===== src/rtl/vedic_mult_pipe_hs.sv =====
// vedic_mult_pipe_hs: three-stage pipelined Urdhva-Tiryagbhyam multiplier with valid/ready handshake,
// per-transaction signed/unsigned mode and a sideband tag.

module vedic_cell #(
  parameter int W = 4
) (
  input  logic [W-1:0]   a_i,
  input  logic [W-1:0]   b_i,
  output logic [2*W-1:0] p_o
);
  logic [2*W-1:0] col;
  // vertical-and-crosswise: each output column sums the bit products whose indices add to k
  always_comb begin
    p_o = '0;
    col = '0;
    for (int k = 0; k < 2*W-1; k++) begin
      col = '0;
      for (int i = 0; i < W; i++)
        for (int j = 0; j < W; j++)
          if (i + j == k) col += (2*W)'(a_i[i] & b_i[j]);
      p_o += col << k;
    end
  end
endmodule

module vedic_mul #(
  parameter int W = 16
) (
  input  logic [W-1:0]   a_i,
  input  logic [W-1:0]   b_i,
  output logic [2*W-1:0] p_o
);
  if (W <= 4) begin : g_cell
    vedic_cell #(.W(W)) u_cell (.a_i(a_i), .b_i(b_i), .p_o(p_o));
  end else begin : g_split
    localparam int H = W/2;
    logic [W-1:0] ll, lh, hl, hh;
    logic [W:0]   mid;
    vedic_mul #(.W(H)) u_ll (.a_i(a_i[H-1:0]), .b_i(b_i[H-1:0]), .p_o(ll));
    vedic_mul #(.W(H)) u_lh (.a_i(a_i[H-1:0]), .b_i(b_i[W-1:H]), .p_o(lh));
    vedic_mul #(.W(H)) u_hl (.a_i(a_i[W-1:H]), .b_i(b_i[H-1:0]), .p_o(hl));
    vedic_mul #(.W(H)) u_hh (.a_i(a_i[W-1:H]), .b_i(b_i[W-1:H]), .p_o(hh));
    assign mid = {1'b0, lh} + {1'b0, hl};
    assign p_o = {hh, ll} + {{(H-1){1'b0}}, mid, {H{1'b0}}};
  end
endmodule

module vedic_mult_pipe_hs #(
  parameter int WIDTH = 16,
  parameter int TAG_W = 4
) (
  input  logic               clk,
  input  logic               rst,
  input  logic               in_valid,
  output logic               in_ready,
  input  logic [WIDTH-1:0]   in_a,
  input  logic [WIDTH-1:0]   in_b,
  input  logic               in_signed,
  input  logic [TAG_W-1:0]   in_tag,
  output logic               out_valid,
  input  logic               out_ready,
  output logic [2*WIDTH-1:0] out_p,
  output logic [TAG_W-1:0]   out_tag
);
  localparam int H = WIDTH/2;
  logic               en, acc;
  logic [WIDTH-1:0]   ll_d, lh_d, hl_d, hh_d, corr_d;
  logic [WIDTH:0]     mid_d;
  logic [3*H-1:0]     up_d;
  logic [2*WIDTH-1:0] p_d;
  logic               v1_q, sgn1_q, v2_q, sgn2_q;
  logic [WIDTH-1:0]   ll1_q, lh1_q, hl1_q, hh1_q, corr1_q, hh2_q, corr2_q;
  logic [TAG_W-1:0]   tag1_q, tag2_q;
  logic [WIDTH:0]     mid2_q;
  logic [H-1:0]       lo2_q, llh2_q;

  assign en       = !out_valid || out_ready;
  assign in_ready = en && !rst;
  assign acc      = in_valid && in_ready;

  vedic_mul #(.W(H)) u_ll (.a_i(in_a[H-1:0]),     .b_i(in_b[H-1:0]),     .p_o(ll_d));
  vedic_mul #(.W(H)) u_lh (.a_i(in_a[H-1:0]),     .b_i(in_b[WIDTH-1:H]), .p_o(lh_d));
  vedic_mul #(.W(H)) u_hl (.a_i(in_a[WIDTH-1:H]), .b_i(in_b[H-1:0]),     .p_o(hl_d));
  vedic_mul #(.W(H)) u_hh (.a_i(in_a[WIDTH-1:H]), .b_i(in_b[WIDTH-1:H]), .p_o(hh_d));

  // only the low WIDTH bits of the correction survive the shift by WIDTH mod 2^(2*WIDTH)
  assign corr_d = (in_a[WIDTH-1] ? in_b : '0) + (in_b[WIDTH-1] ? in_a : '0);
  assign mid_d  = {1'b0, lh1_q} + {1'b0, hl1_q};
  assign up_d   = {hh2_q, {H{1'b0}}} + {{(H-1){1'b0}}, mid2_q} + {{(2*H){1'b0}}, llh2_q};
  assign p_d    = {up_d, lo2_q} - {corr2_q & {WIDTH{sgn2_q}}, {WIDTH{1'b0}}};

  always_ff @(posedge clk) begin
    if (rst) begin
      v1_q      <= 1'b0;
      ll1_q     <= '0;
      lh1_q     <= '0;
      hl1_q     <= '0;
      hh1_q     <= '0;
      corr1_q   <= '0;
      sgn1_q    <= 1'b0;
      tag1_q    <= '0;
      v2_q      <= 1'b0;
      mid2_q    <= '0;
      lo2_q     <= '0;
      llh2_q    <= '0;
      hh2_q     <= '0;
      corr2_q   <= '0;
      sgn2_q    <= 1'b0;
      tag2_q    <= '0;
      out_valid <= 1'b0;
      out_p     <= '0;
      out_tag   <= '0;
    end else if (en) begin
      v1_q <= acc;
      if (acc) begin
        ll1_q   <= ll_d;
        lh1_q   <= lh_d;
        hl1_q   <= hl_d;
        hh1_q   <= hh_d;
        corr1_q <= corr_d;
        sgn1_q  <= in_signed;
        tag1_q  <= in_tag;
      end
      v2_q      <= v1_q;
      mid2_q    <= mid_d;
      lo2_q     <= ll1_q[H-1:0];
      llh2_q    <= ll1_q[WIDTH-1:H];
      hh2_q     <= hh1_q;
      corr2_q   <= corr1_q;
      sgn2_q    <= sgn1_q;
      tag2_q    <= tag1_q;
      out_valid <= v2_q;
      out_p     <= p_d;
      out_tag   <= tag2_q;
    end
  end
endmodule

===== config.mk =====
export PLATFORM = sky130hd
export DESIGN_NAME = vedic_mult_pipe_hs
export DESIGN_NICKNAME = d
export VERILOG_FILES = /design/src/rtl/vedic_mult_pipe_hs.sv
export SDC_FILE = /design/constraint.sdc
export NUM_CORES = 1
export LEC_CHECK = 0
export ABC_AREA = 1
export BUFFER_PORTS_ARGS = -buffer_cell sky130_fd_sc_hd__buf_2
export CAP_MARGIN = 20
export CORE_UTILIZATION = 58
export DETAILED_ROUTE_END_ITERATION = 6
export PLACE_DENSITY = 0.76
export REMOVE_ABC_BUFFERS = 1
export SLEW_MARGIN = 20
export SYNTH_ARGS = -nofsm -noshare
export SYNTH_HDL_FRONTEND = slang
export SYNTH_HIERARCHICAL = 1
export SYNTH_SLANG_ARGS = --single-unit

===== constraint.sdc =====
create_clock -name clk -period 5.13 [get_ports clk]
set_input_delay 1.026 -clock clk [delete_from_list [all_inputs] [get_ports clk]]
set_output_delay 1.026 -clock clk [all_outputs]
set_load 0.02 [all_outputs]

# Word-level counts from Yosys, hierarchy flattened
# Cells that the tools add are included.
# W data, S select, Z words.
[op_classes]
addsub = 253
muxes = 2
n_bitwise = 257
n_reduce_logical = 6
[ops]
columns = ["op", "n"]
rows = [
  ["$add A8 B8 Y8", 80],
  ["$and A1 B1 Y1", 256],
  ["$add A5 B5 Y5", 48],
  ["$add A6 B6 Y6", 32],
  ["$add A4 B4 Y4", 32],
  ["$add A8 B7 Y8", 16],
  ["$add A7 B7 Y7", 16],
  ["$add A16 B13 Y16", 4],
  ["$add A8 B8 Y9", 4],
  ["$add A1 B1 Y2", 16],
  ["$mux W16", 2],
  ["$sub A32 B32 Y32", 1],
  ["$add A24 B17 Y24", 1],
  ["$add A24 B8 Y24", 1],
  ["$add A16 B16 Y17", 1],
  ["$add A16 B16 Y16", 1],
  ["$and A16 B16 Y16", 1],
  ["$logic_and A1 B1 Y1", 2],
  ["$logic_not A1 Y1", 2],
  ["$reduce_and A2 Y1", 1],
  ["$logic_or A1 B1 Y1", 1],
]
[word_totals]
ff_bits = 194
input_bits = 41
out_inout_bits = 38
wordCells = 537

# Depth between registers and ports, before layout
[depth]
ltp_word = 10
ltp_mapped = 29
ltp_nobuf = 29

# By module
# Netlist, hierarchy kept.
[modules_own_cells]
columns = ["module", "instances", "cells_each", "area_per_inst_um2", "seq_area_each_um2"]
rows = [
  ["vedic_mult_pipe_hs", 1, 1409, 10085.9, 3883.7],
  ["vedic_cell at u_hh.g_split.u_hh.g_cell.u_cell ...", 15, 72, 471.7, 0.0],
  ["vedic_mul at u_hh ...", 4, 169, 952.2, 0.0],
  ["vedic_cell at u_ll.g_split.u_ll.g_cell.u_cell", 1, 67, 454.2, 0.0],
]

# Worst setup path after synthesis
# OpenSTA, ideal clock, no wires.
[synth_timing]
path_kind = "input to register"
start = "input port in_a[8]"
end = "register hh1_q[13]"
setup_ns = 0.119
arrival_time_ns = 4.812
required_time_ns = 5.011
slack_ns = 0.199
stages = 26
path_buffers = 0
cell_sequence = "nand2_1 inv_1 fa_1 ha_1 ha_1 fa_1 ha_1 inv_1 nand2_1 nand3_1 nand2_1 ha_1 a21oi_1 a21boi_0 nand2_1 nand2_1 nand2_1 ha_1 nand2_1 inv_1 a21oi_1 nand3_1 nand2_1 nand2_1 o21ai_0 a21oi_1"
[synth_via]
elab_chain_cells = 10
elab_cells_between_ends = 34
classes_between = "add/sub (26); bitwise (8)"
[synth_lines]
columns = ["element", "line", "text"]
rows = [
  ["start, declared", "56", "input logic [WIDTH-1:0] in_a,"],
  ["$and A1 B1 Y1", "20", "if (i + j == k) col += (2*W)'(a_i[i] & b_i[j]);"],
  ["$add A7 B7 Y7 (tied with other cells)", "20", ""],
  ["$add A8 B8 Y8 (tied with other cells)", "21", "p_o += col << k;"],
  ["$add A8 B8 Y8 / $add A5 B5 Y5 (equally long branches)", "21, 20", ""],
  ["$add A8 B8 Y8 * (3 in series)", "21", ""],
  ["$add A8 B7 Y8 *", "21", ""],
  ["named net u_hh.g_split.lh[6]", "37", "logic [W-1:0] ll, lh, hl, hh;"],
  ["$add A8 B8 Y9 *", "43", "assign mid = {1'b0, lh} + {1'b0, hl};"],
  ["$add A16 B13 Y16 *", "44", "assign p_o = {hh, ll} + {{(H-1){1'b0}}, mid, {H{1'b0}}};"],
  ["named net hh_d[13]", "67", "logic [WIDTH-1:0] ll_d, lh_d, hl_d, hh_d, corr_d;"],
  ["end signal, assigned", "119", "hh1_q <= hh_d;"],
  ["end, declared", "72", "logic [WIDTH-1:0] ll1_q, lh1_q, hl1_q, hh1_q, corr1_q, hh2_q, corr2_q;"],
]
# Mark *: on every way through the listed nets, which the timed path passes. The rest lies on a longest branch.
# A chain may end at the register's enable or synchronous reset.

# Worst setup path in the final report
[layout_timing]
start = "input port in_a[12]"
end = "register hl1_q[15]"
[layout_via]
elab_chain_cells = 10
elab_cells_between_ends = 34
classes_between = "add/sub (26); bitwise (8)"
[layout_lines]
columns = ["element", "line", "text"]
rows = [
  ["$and A1 B1 Y1", "20", ""],
  ["$add A7 B7 Y7 (tied with other cells)", "20", ""],
  ["$add A8 B8 Y8 (tied with other cells)", "21", ""],
  ["$add A8 B8 Y8 / $add A5 B5 Y5 (equally long branches)", "21, 20", ""],
  ["$add A8 B8 Y8 * (3 in series)", "21", ""],
  ["$add A8 B7 Y8 *", "21", ""],
  ["named net u_hl.g_split.hl[5]", "37", ""],
  ["$add A8 B8 Y9 *", "43", ""],
  ["$add A16 B13 Y16 *", "44", ""],
  ["named net hl_d[15]", "67", ""],
  ["end signal, assigned", "118", "hl1_q <= hl_d;"],
  ["end, declared", "72", ""],
]
# Marked as above.

==> flow_summary.toml <==
[drt]
routed_wirelength_mm = 61.0
vias_per_cell = 5.45
met1_length_mm = 26.7
drc_errors = 0
wire_per_inst_um = 15.6
drt_iter0_markers = 1364
met3WireLength_mm = 2.40
wl_met2_mm = 29.4
firstDrtPassIters = 5
antenna_left = 0
top_layer = "met4"
vias = 21300

[layout]
nFillCells = 3314
nNetsFinal = 3893
area_growth_syn_to_layout_pct = 13.4
final_area_mm2 = 0.0243
drive_gt1_share_pct = 10.6
n_antenna_cell = 0
utilization_pct = 66.7

[setup_path]
crit_fanout = 5
start_kind = "primary input"
cp.required_ps = 5530
rr_endpoint = "out_p[28]"
rr_startpoint = "mid2_q[0]"
cp-end-kind = "flip-flop"
worst-r2r-setup-slack_ps = 1470
r2r.worst_path.cells = 20
arrival_ps = 5340
crit_type = "in -> reg"

[grt]
grt_max_degree = 85
grt_pass1_wl_mm = 99.3
gr-total-overflow = 0
grt_usage_pct = 32.3
antenna_found_initial = 0
grt_pass1_vias = 20500

[min_path]
timing.hold.worst_endpoint = "sgn1_q"
hold_depth = 2
min_from = "sgn1_q"
hp-class = "reg -> reg"

[logic_synthesis]
netlist_instances = 3232
synth_area_leaders = "ha_1 (19%), dfxtp_1 (18%), nand2_1 (17%)"
ys_seq_area_share_pct = 18.1
synth_top_area_share_pct = 19.3
yosysMostFrequentCell = "nand2_1"
synth_simple_gate_area_share_pct = 27.6
synth_compound_area_share_pct = 11.1
ys_warn_count = 6
yosysUniqueCellTypes = 49
yosysTopAreaCell = "ha_1"
synth_edf_count = 0
synthArstFlopShare_pct = 0
synthMuxAreaShare_pct = 0
synth_top_family_by_area = "adder cells"
synth_seq_cells = 194
mappedNetlistArea_mm2 = 0.0214
synthAdderAreaFrac_pct = 27.9
yosys-top-cells-count = "nand2_1 (969), inv_1 (594), ha_1 (331)"
synth_ff_type = "dfxtp_1"
synth_xor_area_share_pct = 3.47
avgSynthCellArea_um2 = 6.63

[clock_tree]
cts_tree = "yes"
h-tree-depth = 4
clk_pin_slew_ps = 70
postCtsHoldBufs = 0
cts-root-buf = "clkbuf_16"
cts_made_buffers = 17
clk_path_buf_depth = 2
clk_latency_ps = 450
clock-sinks = 194

[die]
die_w_um = 194
start_util_pct = 58.8
core_area_mm2 = 0.0364
die_area_mm2 = 0.0377
rows = 70
dieHeight_um = 194
io_pins = 79

[run]
drv_cap = 0

[sta]
finalSetupViolCount = 0
hold_viol = 0
fmax_mhz = 202
fin_crit_sh_pct = 96.4
layout_min_cycle_time_ps = 4950
slew_violations = 0
tightest_slew_ps = 948
max-slew-margin-rel_pct = 36.8
fin_skew_ps = 7.36

[placement]
place_area_mm2 = 0.0233
gp_congestion = 0.988
hpwl_mm = 49.2
port_buffers = 78

[power_and_ir_drop]
p_leak_nw = 14.6
ir_worst_vdd_mv = 0.266
powerDensity_mw_per_mm2 = 366

[run_status]
status = "finished clean"
-- logic make-up after synthesis --
group / count (synthesis)
AO/OA/AOI/OAI: 437
XOR/XNOR: 85
adder cells (fa/ha/maj): 423
buffers and inverters: 661
flip-flops: 194
AND/OR/NAND/NOR: 1432
-- routing by layer --
metal	track usage (%)	vias up
met1	40.0	9929
li1	-	10700
met3	2.68	129
met4	13.8	0
met2	57.2	577
met5	0	-
-- stage by stage --
stage / hold slack [ps] / power (mW) / worst slack, ps / TNS (ps) / cells
after floorplan: 419 / 5.48 / 133 / 0 / 3172
after global placement: 436 / 7.19 / -337 / -4860 / 3874
after detailed placement: 441 / 7.28 / -467 / -7490 / 3874
after CTS: 455 / 8.60 / 24.2 / 0 / 3906
after global routing: 471 / 9.66 / -27.9 / -78.9 / 3910
final: 453 / 8.90 / 184 / 0 / 3910
-- power breakdown --
| group | switching, mW | total [mW] | internal, mW |
|---|---|---|---|
| Sequential | 0.154 | 1.91 | 1.76 |
| Clock | 0.646 | 1.29 | 0.645 |
| Combinational | 3.40 | 5.70 | 2.30 |
-- sequential cells by signal, summed over array words and instances (netlist names) --
| signal | cells |
|---|---|
| sgn2_q | 1 |
| out_p | 32 |
| corr2_q | 16 |
| tag2_q | 4 |
| out_tag | 4 |
| v2_q | 1 |
| lo2_q | 8 |
| hh1_q | 16 |
| tag1_q | 4 |
| v1_q | 1 |
| ll1_q | 16 |
| mid2_q | 17 |
| hh2_q | 16 |
| sgn1_q | 1 |
| corr1_q | 16 |
| hl1_q | 16 |
| lh1_q | 16 |
| out_valid | 1 |
| llh2_q | 8 |
-- cell type report --
| class | count | area, um2 | share of cell area (%) |
|---|---|---|---|
| inverter | 601 | 2260 | 9.29 |
| clock inverter | 15 | 149 | 0.613 |
| sequential | 194 | 3880 | 16.0 |
| tap | 468 | 586 | 2.41 |
| clock buffer | 17 | 425 | 1.75 |
| multi-input combinational | 2377 | 15400 | 63.3 |
| timing repair buffer | 238 | 1610 | 6.63 |
-- worst max path at each step --
stage,slack (ps),startpoint,cells after the start,endpoint
global placement,-340,in_a[8],27,hh1_q[13]
global route,-30,in_a[12],26,hh1_q[15]
finish,180,in_a[12],22,hl1_q[15]
detailed placement,-470,in_a[4],26,ll1_q[13]
floorplan,130,in_a[8],26,hh1_q[13]
CTS,20,in_a[4],26,ll1_q[13]
-- critical path, cell delays in order --
cell      delay [ps]
buf_2            180
buf_4            180
nand2_1           60
inv_1             50
fa_1             470
ha_1             310
ha_1             310
ha_2             220
fa_2             410
xor2_1           150
ha_1             340
a21oi_1          240
o211ai_1         220
ha_1             430
nand2_1          140
nor2_1           150
nand3_1          110
nand3_1           80
nand2_1           50
nand2_1           50
nand2_1           50
nand2_1           90
-- placed cells by master (no fill, tap or decap), drive strengths merged, types with 2 or more instances in the layout --
cell | synthesis | layout
nand2 | 973 | 973
inv | 601 | 606
ha | 331 | 331
nand3 | 262 | 262
buf | 25 | 237
a21oi | 220 | 220
dfxtp | 194 | 194
o21ai | 151 | 151
nor2 | 133 | 133
fa | 92 | 92
xor2 | 57 | 57
nand4 | 39 | 39
xnor2 | 28 | 28
clkbuf | 35 | 18
a22o | 13 | 13
or2 | 10 | 10
clkinv | 0 | 9
nor3 | 8 | 8
o21bai | 7 | 7
a21o | 7 | 7
a31oi | 7 | 7
a21boi | 6 | 6
o211ai | 5 | 5
o21a | 4 | 4
o31ai | 4 | 4
o22ai | 4 | 4
a31o | 4 | 4
nand3b | 2 | 2
a32o | 2 | 2
and2 | 2 | 2
nor4 | 2 | 2
-- timing repair --
action,4_1_cts,5_1_grt
gates resized for setup,1,71
setup endpoints to repair,1,23
setup buffers,0,4
pin swaps,0,16
cloned,0,0
Note: power is estimated with default switching activity, not from simulation.
